$ cat config.mk
export PLATFORM = sky130hd
export DESIGN_NAME = uwu_tx_arbiter
export DESIGN_NICKNAME = d
export VERILOG_FILES = /design/src/rtl/uwu_tx_arbiter.sv
export SDC_FILE = /design/constraint.sdc
export NUM_CORES = 1
export LEC_CHECK = 0
export BUFFER_PORTS_ARGS = -buffer_cell sky130_fd_sc_hd__buf_4
export CAP_MARGIN = 20
export CORE_AREA = 2 2 39 41
export DETAILED_ROUTE_END_ITERATION = 10
export DIE_AREA = 0 0 41 43
export GPL_TIMING_DRIVEN = 1
export MAX_ROUTING_LAYER = met4
export PLACE_DENSITY_LB_ADDON = 0.2
export SYNTH_ARGS = -nofsm -noshare
export SYNTH_HDL_FRONTEND = slang
export SYNTH_SLANG_ARGS = --single-unit
$ cat constraint.sdc
create_clock -name clk -period 4.1 [get_ports clk]
set_clock_uncertainty 0.2 [all_clocks]
set_input_delay 0.82 -clock clk [delete_from_list [all_inputs] [get_ports clk]]
set_output_delay 0.82 -clock clk [all_outputs]
set_load 0.05 [all_outputs]
$ cat src/rtl/uwu_tx_arbiter.sv
// Round-robin, packet-locked arbiter sharing the uwuifier UART TX byte port between NUM_REQ sources.
// Optional owner-idle forced release is enabled by defining UWU_ARB_TIMEOUT_EN.
module uwu_tx_arbiter #(
   parameter int unsigned NUM_REQ        = 2,
   parameter int unsigned DATA_W         = 8,
   parameter int unsigned TIMEOUT_CYCLES = 2080
) (
   input  logic                      clk,
   input  logic                      rst,
   input  logic [NUM_REQ-1:0]        req_valid,
   input  logic [NUM_REQ*DATA_W-1:0] req_data,
   input  logic [NUM_REQ-1:0]        req_last,
   output logic [NUM_REQ-1:0]        req_ready,
   output logic                      tx_valid,
   output logic [DATA_W-1:0]         tx_data,
   input  logic                      tx_ready,
   output logic [NUM_REQ-1:0]        grant,
   output logic                      timeout
);

   localparam int unsigned PTR_W = $clog2(NUM_REQ);

   typedef enum logic {
      IDLE,
      LOCKED
   } state_e;

   state_e               state_q, state_d;
   logic [PTR_W-1:0]     ptr_q, ptr_d;
   logic [PTR_W-1:0]     owner_q, owner_d;
   logic [NUM_REQ-1:0]   grant_q, grant_d;

   logic                 pick_found;
   logic [PTR_W-1:0]     pick_idx;
   int unsigned          cand;

   logic                 locked;
   logic                 own_valid;
   logic                 own_last;
   logic [DATA_W-1:0]    own_data;
   logic                 xfer;
   logic                 force_rel;

   // Search starts one past the last owner and wraps; NUM_REQ need not be a power of two.
   always_comb begin
      pick_found = 1'b0;
      pick_idx   = '0;
      cand       = 0;
      for (int unsigned i = 0; i < NUM_REQ; i++) begin
         cand = 32'(ptr_q) + 32'd1 + i;
         if (cand >= NUM_REQ) begin
            cand = cand - NUM_REQ;
         end
         if (!pick_found && req_valid[PTR_W'(cand)]) begin
            pick_found = 1'b1;
            pick_idx   = PTR_W'(cand);
         end
      end
   end

   always_comb begin
      own_data = '0;
      for (int unsigned i = 0; i < NUM_REQ; i++) begin
         if (owner_q == PTR_W'(i)) begin
            own_data = req_data[i*DATA_W +: DATA_W];
         end
      end
   end

   assign locked    = (state_q == LOCKED);
   assign own_valid = req_valid[owner_q];
   assign own_last  = req_last[owner_q];

   assign tx_valid  = locked & own_valid;
   assign tx_data   = tx_valid ? own_data : '0;
   assign req_ready = locked ? (grant_q & {NUM_REQ{tx_ready}}) : '0;
   assign grant     = grant_q;
   assign xfer      = tx_valid & tx_ready;

`ifdef UWU_ARB_TIMEOUT_EN
   localparam int unsigned CNT_W = $clog2(TIMEOUT_CYCLES + 1);

   logic [CNT_W-1:0] cnt_q, cnt_d;
   logic             expired;

   assign expired = (cnt_q == CNT_W'(TIMEOUT_CYCLES));

   // A transfer in the expiry cycle wins: the counter clears and the owner keeps the port.
   always_comb begin
      cnt_d = cnt_q;
      if (!locked || xfer) begin
         cnt_d = '0;
      end else if (!expired) begin
         cnt_d = cnt_q + CNT_W'(1);
      end
   end

   assign force_rel = locked & ~xfer & expired;
   assign timeout   = force_rel;

   always_ff @(posedge clk) begin
      if (rst) begin
         cnt_q <= '0;
      end else begin
         cnt_q <= cnt_d;
      end
   end
`else
   assign force_rel = 1'b0;
   assign timeout   = 1'b0;
`endif

   always_comb begin
      state_d = state_q;
      ptr_d   = ptr_q;
      owner_d = owner_q;
      grant_d = grant_q;
      case (state_q)
         IDLE: begin
            if (pick_found) begin
               state_d           = LOCKED;
               owner_d           = pick_idx;
               grant_d           = '0;
               grant_d[pick_idx] = 1'b1;
            end
         end
         LOCKED: begin
            if ((xfer && own_last) || force_rel) begin
               state_d = IDLE;
               ptr_d   = owner_q;
               grant_d = '0;
            end
         end
         default: begin
            state_d = IDLE;
            grant_d = '0;
         end
      endcase
   end

   // Pointer resets to the last source so the first search begins at source 0.
   always_ff @(posedge clk) begin
      if (rst) begin
         state_q <= IDLE;
         ptr_q   <= PTR_W'(NUM_REQ - 1);
         owner_q <= '0;
         grant_q <= '0;
      end else begin
         state_q <= state_d;
         ptr_q   <= ptr_d;
         owner_q <= owner_d;
         grant_q <= grant_d;
      end
   end

endmodule
Yosys cells after proc, flatten, opt, wreduce, memory -nomap -nowiden
Index checks and enable logic that the tools add are counted.

cells by class
  add/sub/neg operators = 4
  order comparisons = 7
  eq/ne operators = 2
  muxes and demuxes = 25
  bitwise logic cells = 4
  reductions and logical operators = 7

operators by type and width
  cell                 count
  $mux 1               17
  $mux 8               2
  $lt 1x2->1 const B   4
  $mux 2               3
  $reduce_and 2->1     3
  $pmux 2 s2           1
  $add 2x1->3 const B  1
  $ge 3x2->1 const B   1
  $logic_and 1x1->1    3
  $add 1x1->2 const B  1
  $and 1x1->1          2
  $and 2x2->2          1
  $ge 2x2->1 const B   1
  $ne 2x1->1 const B   1
  $ne 2x2->1 const B   1
  $pmux 1 s2           1
  $sub 1x1->1 const B  2
  $demux 1 s1          1
  $ge 1x1->1 const B   1
  $logic_not 1->1      1
  $not 1->1            1

word-level totals
  register bits = 5
  bits of input ports = 23

Logic depth before layout (Yosys ltp)
  word-level depth = 15
  mapped depth = 4

Worst setup path before layout
No wires, ideal clock.

  kind = input -> output
  from = in req_valid[1]
  to = out tx_data[0]
  arrival = 1,896 ps
  required time = 3,080 ps
  slack = 1,184 ps
  stages = 4
  buffers on the path = 1
  path through = mux2i_1 nand2b_1 clkbuf_1 nor2_1

between the ends
  word-level cells in the longest chain between the ends = 4

ends and longest elaborated chain
  element                                     RTL line  source
  start: declaration                          10        input logic [NUM_REQ-1:0] req_valid,
  $mux 1 (implied by the code) (2 in series)  71        assign own_valid = req_valid[owner_q];
  $and 1x1->1                                 74        assign tx_valid = locked & own_valid;
  $mux 8                                      75        assign tx_data = tx_valid ? own_data : '0;
  end: declaration                            15        output logic [DATA_W-1:0] tx_data,

No other way between the ends. The select of a mux whose other input is x is not followed.

Worst setup path in the final report
  from = reg owner_q
  to = out tx_data[6]

between the ends
  word-level cells in the longest chain between the ends = 4
  elaborated cells on any way between the ends = 5
  those cells by class = mux: 4; bitwise: 1

ends and longest elaborated chain
  element                                     RTL line  source
  start: declaration                          30        logic [PTR_W-1:0] owner_q, owner_d;
  start signal: assignment                    151       owner_q <= owner_d;
  $mux 1 (implied by the code) (2 in series)  71
  $and 1x1->1                                 74
  $mux 8 *                                    75

Mark *: on every way between the ends. The rest lies on a longest branch, timed or not. The select of a mux whose other input is x is not followed.

==> impl_metrics.tcl <==
set metrics [dict create \
    worstSetupPathType "reg -> out" \
    fillers 144 \
    hold_path_end "ptr_q" \
    synth_top_cell_area_share 0.291 \
    rr_startpoint "owner_q" \
    ios 37 \
    final_antenna_net_count 0 \
    via_per_inst 4.64 \
    tns_ns 0 \
    setup_viol 0 \
    min_path_type "reg -> reg" \
    dp_hpwl_um 853 \
    power_density_mw_per_mm2 282 \
    drv_slew 0 \
    cts_made_buffers 3 \
    utilization 0.485 \
    port_buffers 35 \
    avgSynthCellArea_um2 7.71 \
    dieWidth_um 41 \
    wl_mm 1.09 \
    dieArea_mm2 0.00176 \
    ff2ff_setup_slack_ns 2.17 \
    crit_path_start_kind "flip-flop" \
    gr-usage-all-layers 0.134 \
    p_leak_uw 0.000337 \
    cts_setup_buffers 0 \
    syn-num-nets 72 \
    antenna_found_initial 0 \
    clkLatencyLatePin_ns 0.24 \
    htree_levels 1 \
    yosys-top-cells-count "mux2i_1, nor2_1, dfxtp_1" \
    cp.arrival_ns 1.93 \
    cts_tree "built" \
    area_delta_synth_final_pct 77.5 \
    cts_num_sinks 5 \
    rsz0062_at_grt "no" \
    cts.clk_slew.worst_paths_ns 0.05 \
    nets 109 \
    drive_above_1_share 0.471 \
    fmax_mhz 339 \
    maxCapViolCount 0 \
    grt_pass1_wl_mm 1.59 \
    synth_area_um2 378 \
    vias 469 \
    p_total_uw 189 \
    grt_overflow 0 \
    critPathLaunch "owner_q" \
    async_flop_share 0 \
    diodes 0 \
    post-route-drc-count 0 \
    cts-root-buf "clkbuf_4" \
    row_count 14 \
    avgRoutedWirePerCell_um 10.8 \
    status "complete, no violations" \
    r2r_cells 3 \
    grt_start_max_net_pins 13 \
    place_congestion 0.801 \
    ys_top_cells_by_area "mux2i_1, dfxtp_1, nor2_1" \
    rr_endpoint "ptr_q" \
    synth_cells 49 \
    synth_seq_cells 5 \
    crit_fanout 12 \
    ys.warnings.count 0 \
    ys_seq_area_frac 0.265 \
    finalCritPeriodShare 0.720 \
    slew_headroom 0.575 \
    tightest_slew_ns 0.636 \
    grt_pass1_vias 384 \
    min_path_cells 2 \
    clockBufferDepth 2 \
    period_minus_slack_ns 2.95 \
    fin_ws_ns 1.15 \
    synthFlopType "dfxtp_1" \
    end_kind "output port" \
    start_util 0.273 \
    required_ns 3.08 \
    hold_viol_final 0 \
    synth_edf_count 0 \
    first_pass_iters 4 \
    synth_largest_area_cell "mux2i_1" \
    cts_resized 0 \
    ir_drop_v 0.000199 \
    core_mm2 0.00138 \
    synth_cell_types 20 \
    drt_iter0_drc 16 \
    die_h_um 43 \
    dp_slack_ns 1.29 \
    cts_hold_buf 0 \
    hold_path_startpoint "ptr_q" \
]
routing by layer:
| metal | up-vias | track usage | part of all wire |
|---|---|---|---|
| li1 | 237 | - | - |
| met1 | 219 | 0.160 | 0.40 |
| met2 | 13 | 0.197 | 0.53 |
| met3 | 0 | 0.0785 | 0.070 |
| met4 | 0 | 0.0200 | 0 |
| met5 | - | - | 0 |
power breakdown:
| group | leakage (µW) | internal (µW) | total (µW) | switching (µW) |
|---|---|---|---|---|
| Sequential | 0.0000412 | 52.1 | 57.5 | 5.38 |
| Combinational | 0.000281 | 31.6 | 74.3 | 42.7 |
| Clock | 0.0000150 | 36.8 | 57.0 | 20.2 |
| Total | 0.000337 | 121 | 189 | 68.3 |
metrics by stage:
| step | area [µm²] | hold WS, ns | instances |
|---|---|---|---|
| after floorplan | 378 | 0.278 | 49 |
| after global placement | 644 | 0.304 | 97 |
| after detailed placement | 644 | 0.302 | 97 |
| after CTS | 671 | 0.313 | 101 |
| after global routing | 671 | 0.359 | 101 |
| final | 671 | 0.313 | 101 |
worst max path at each step:
stage	slack [ns]	to
after floorplan	1.18	tx_data[0]
after global placement	1.32	tx_data[7]
after detailed placement	1.29	tx_data[5]
after CTS	1.13	tx_data[5]
after global routing	1.01	tx_data[2]
final	1.15	tx_data[6]
layout by cell type (no fill, tap or decap):
cell type and n:
clkbuf_1 1, a211oi_1 1, o22ai_1 1, o211ai_1 1, buf_4 35, inv_2 1
inv_1 3, a21oi_1 2, and3_1 3, conb_1 1, nor2_1 11, clkbuf_4 3
nand2b_1 1, nand2_1 1, o21ai_0 1, dfxtp_1 5, nor4_1 1, nor4b_2 1
mux2i_1 11, nand3_1 1
area by class of cell:
type | count | area (µm²) | share of cell area
sequential | 5 | 100 | 0.149
clock buffer | 4 | 26.3 | 0.0392
tap | 16 | 20.0 | 0.0299
inverter | 4 | 15.0 | 0.0224
timing repair buffer | 35 | 263 | 0.392
multi-input combinational | 37 | 246 | 0.368
kinds of logic (layout without fill, tap and decap cells):
logic type	after synthesis	after routing	share of synthesized area
flip-flops	5	5	0.265
buffers and inverters	7	43	0.0828
other	1	1	0.00992
multiplexers	11	11	0.291
AND/OR/NAND/NOR	19	19	0.255
AO/OA/AOI/OAI	6	6	0.0960
state kept, by name (all words and copies together), names as in the netlist:
register and count:
ptr_q 1, locked 1, grant 2, owner_q 1
critical path, stage by stage (launching register included):
cell	delay, ns
dfxtp_1	0.72
mux2i_1	0.32
nand2b_1	0.35
nor2_1	0.09
buf_4	0.20
Power figures use the tool's default switching activity.
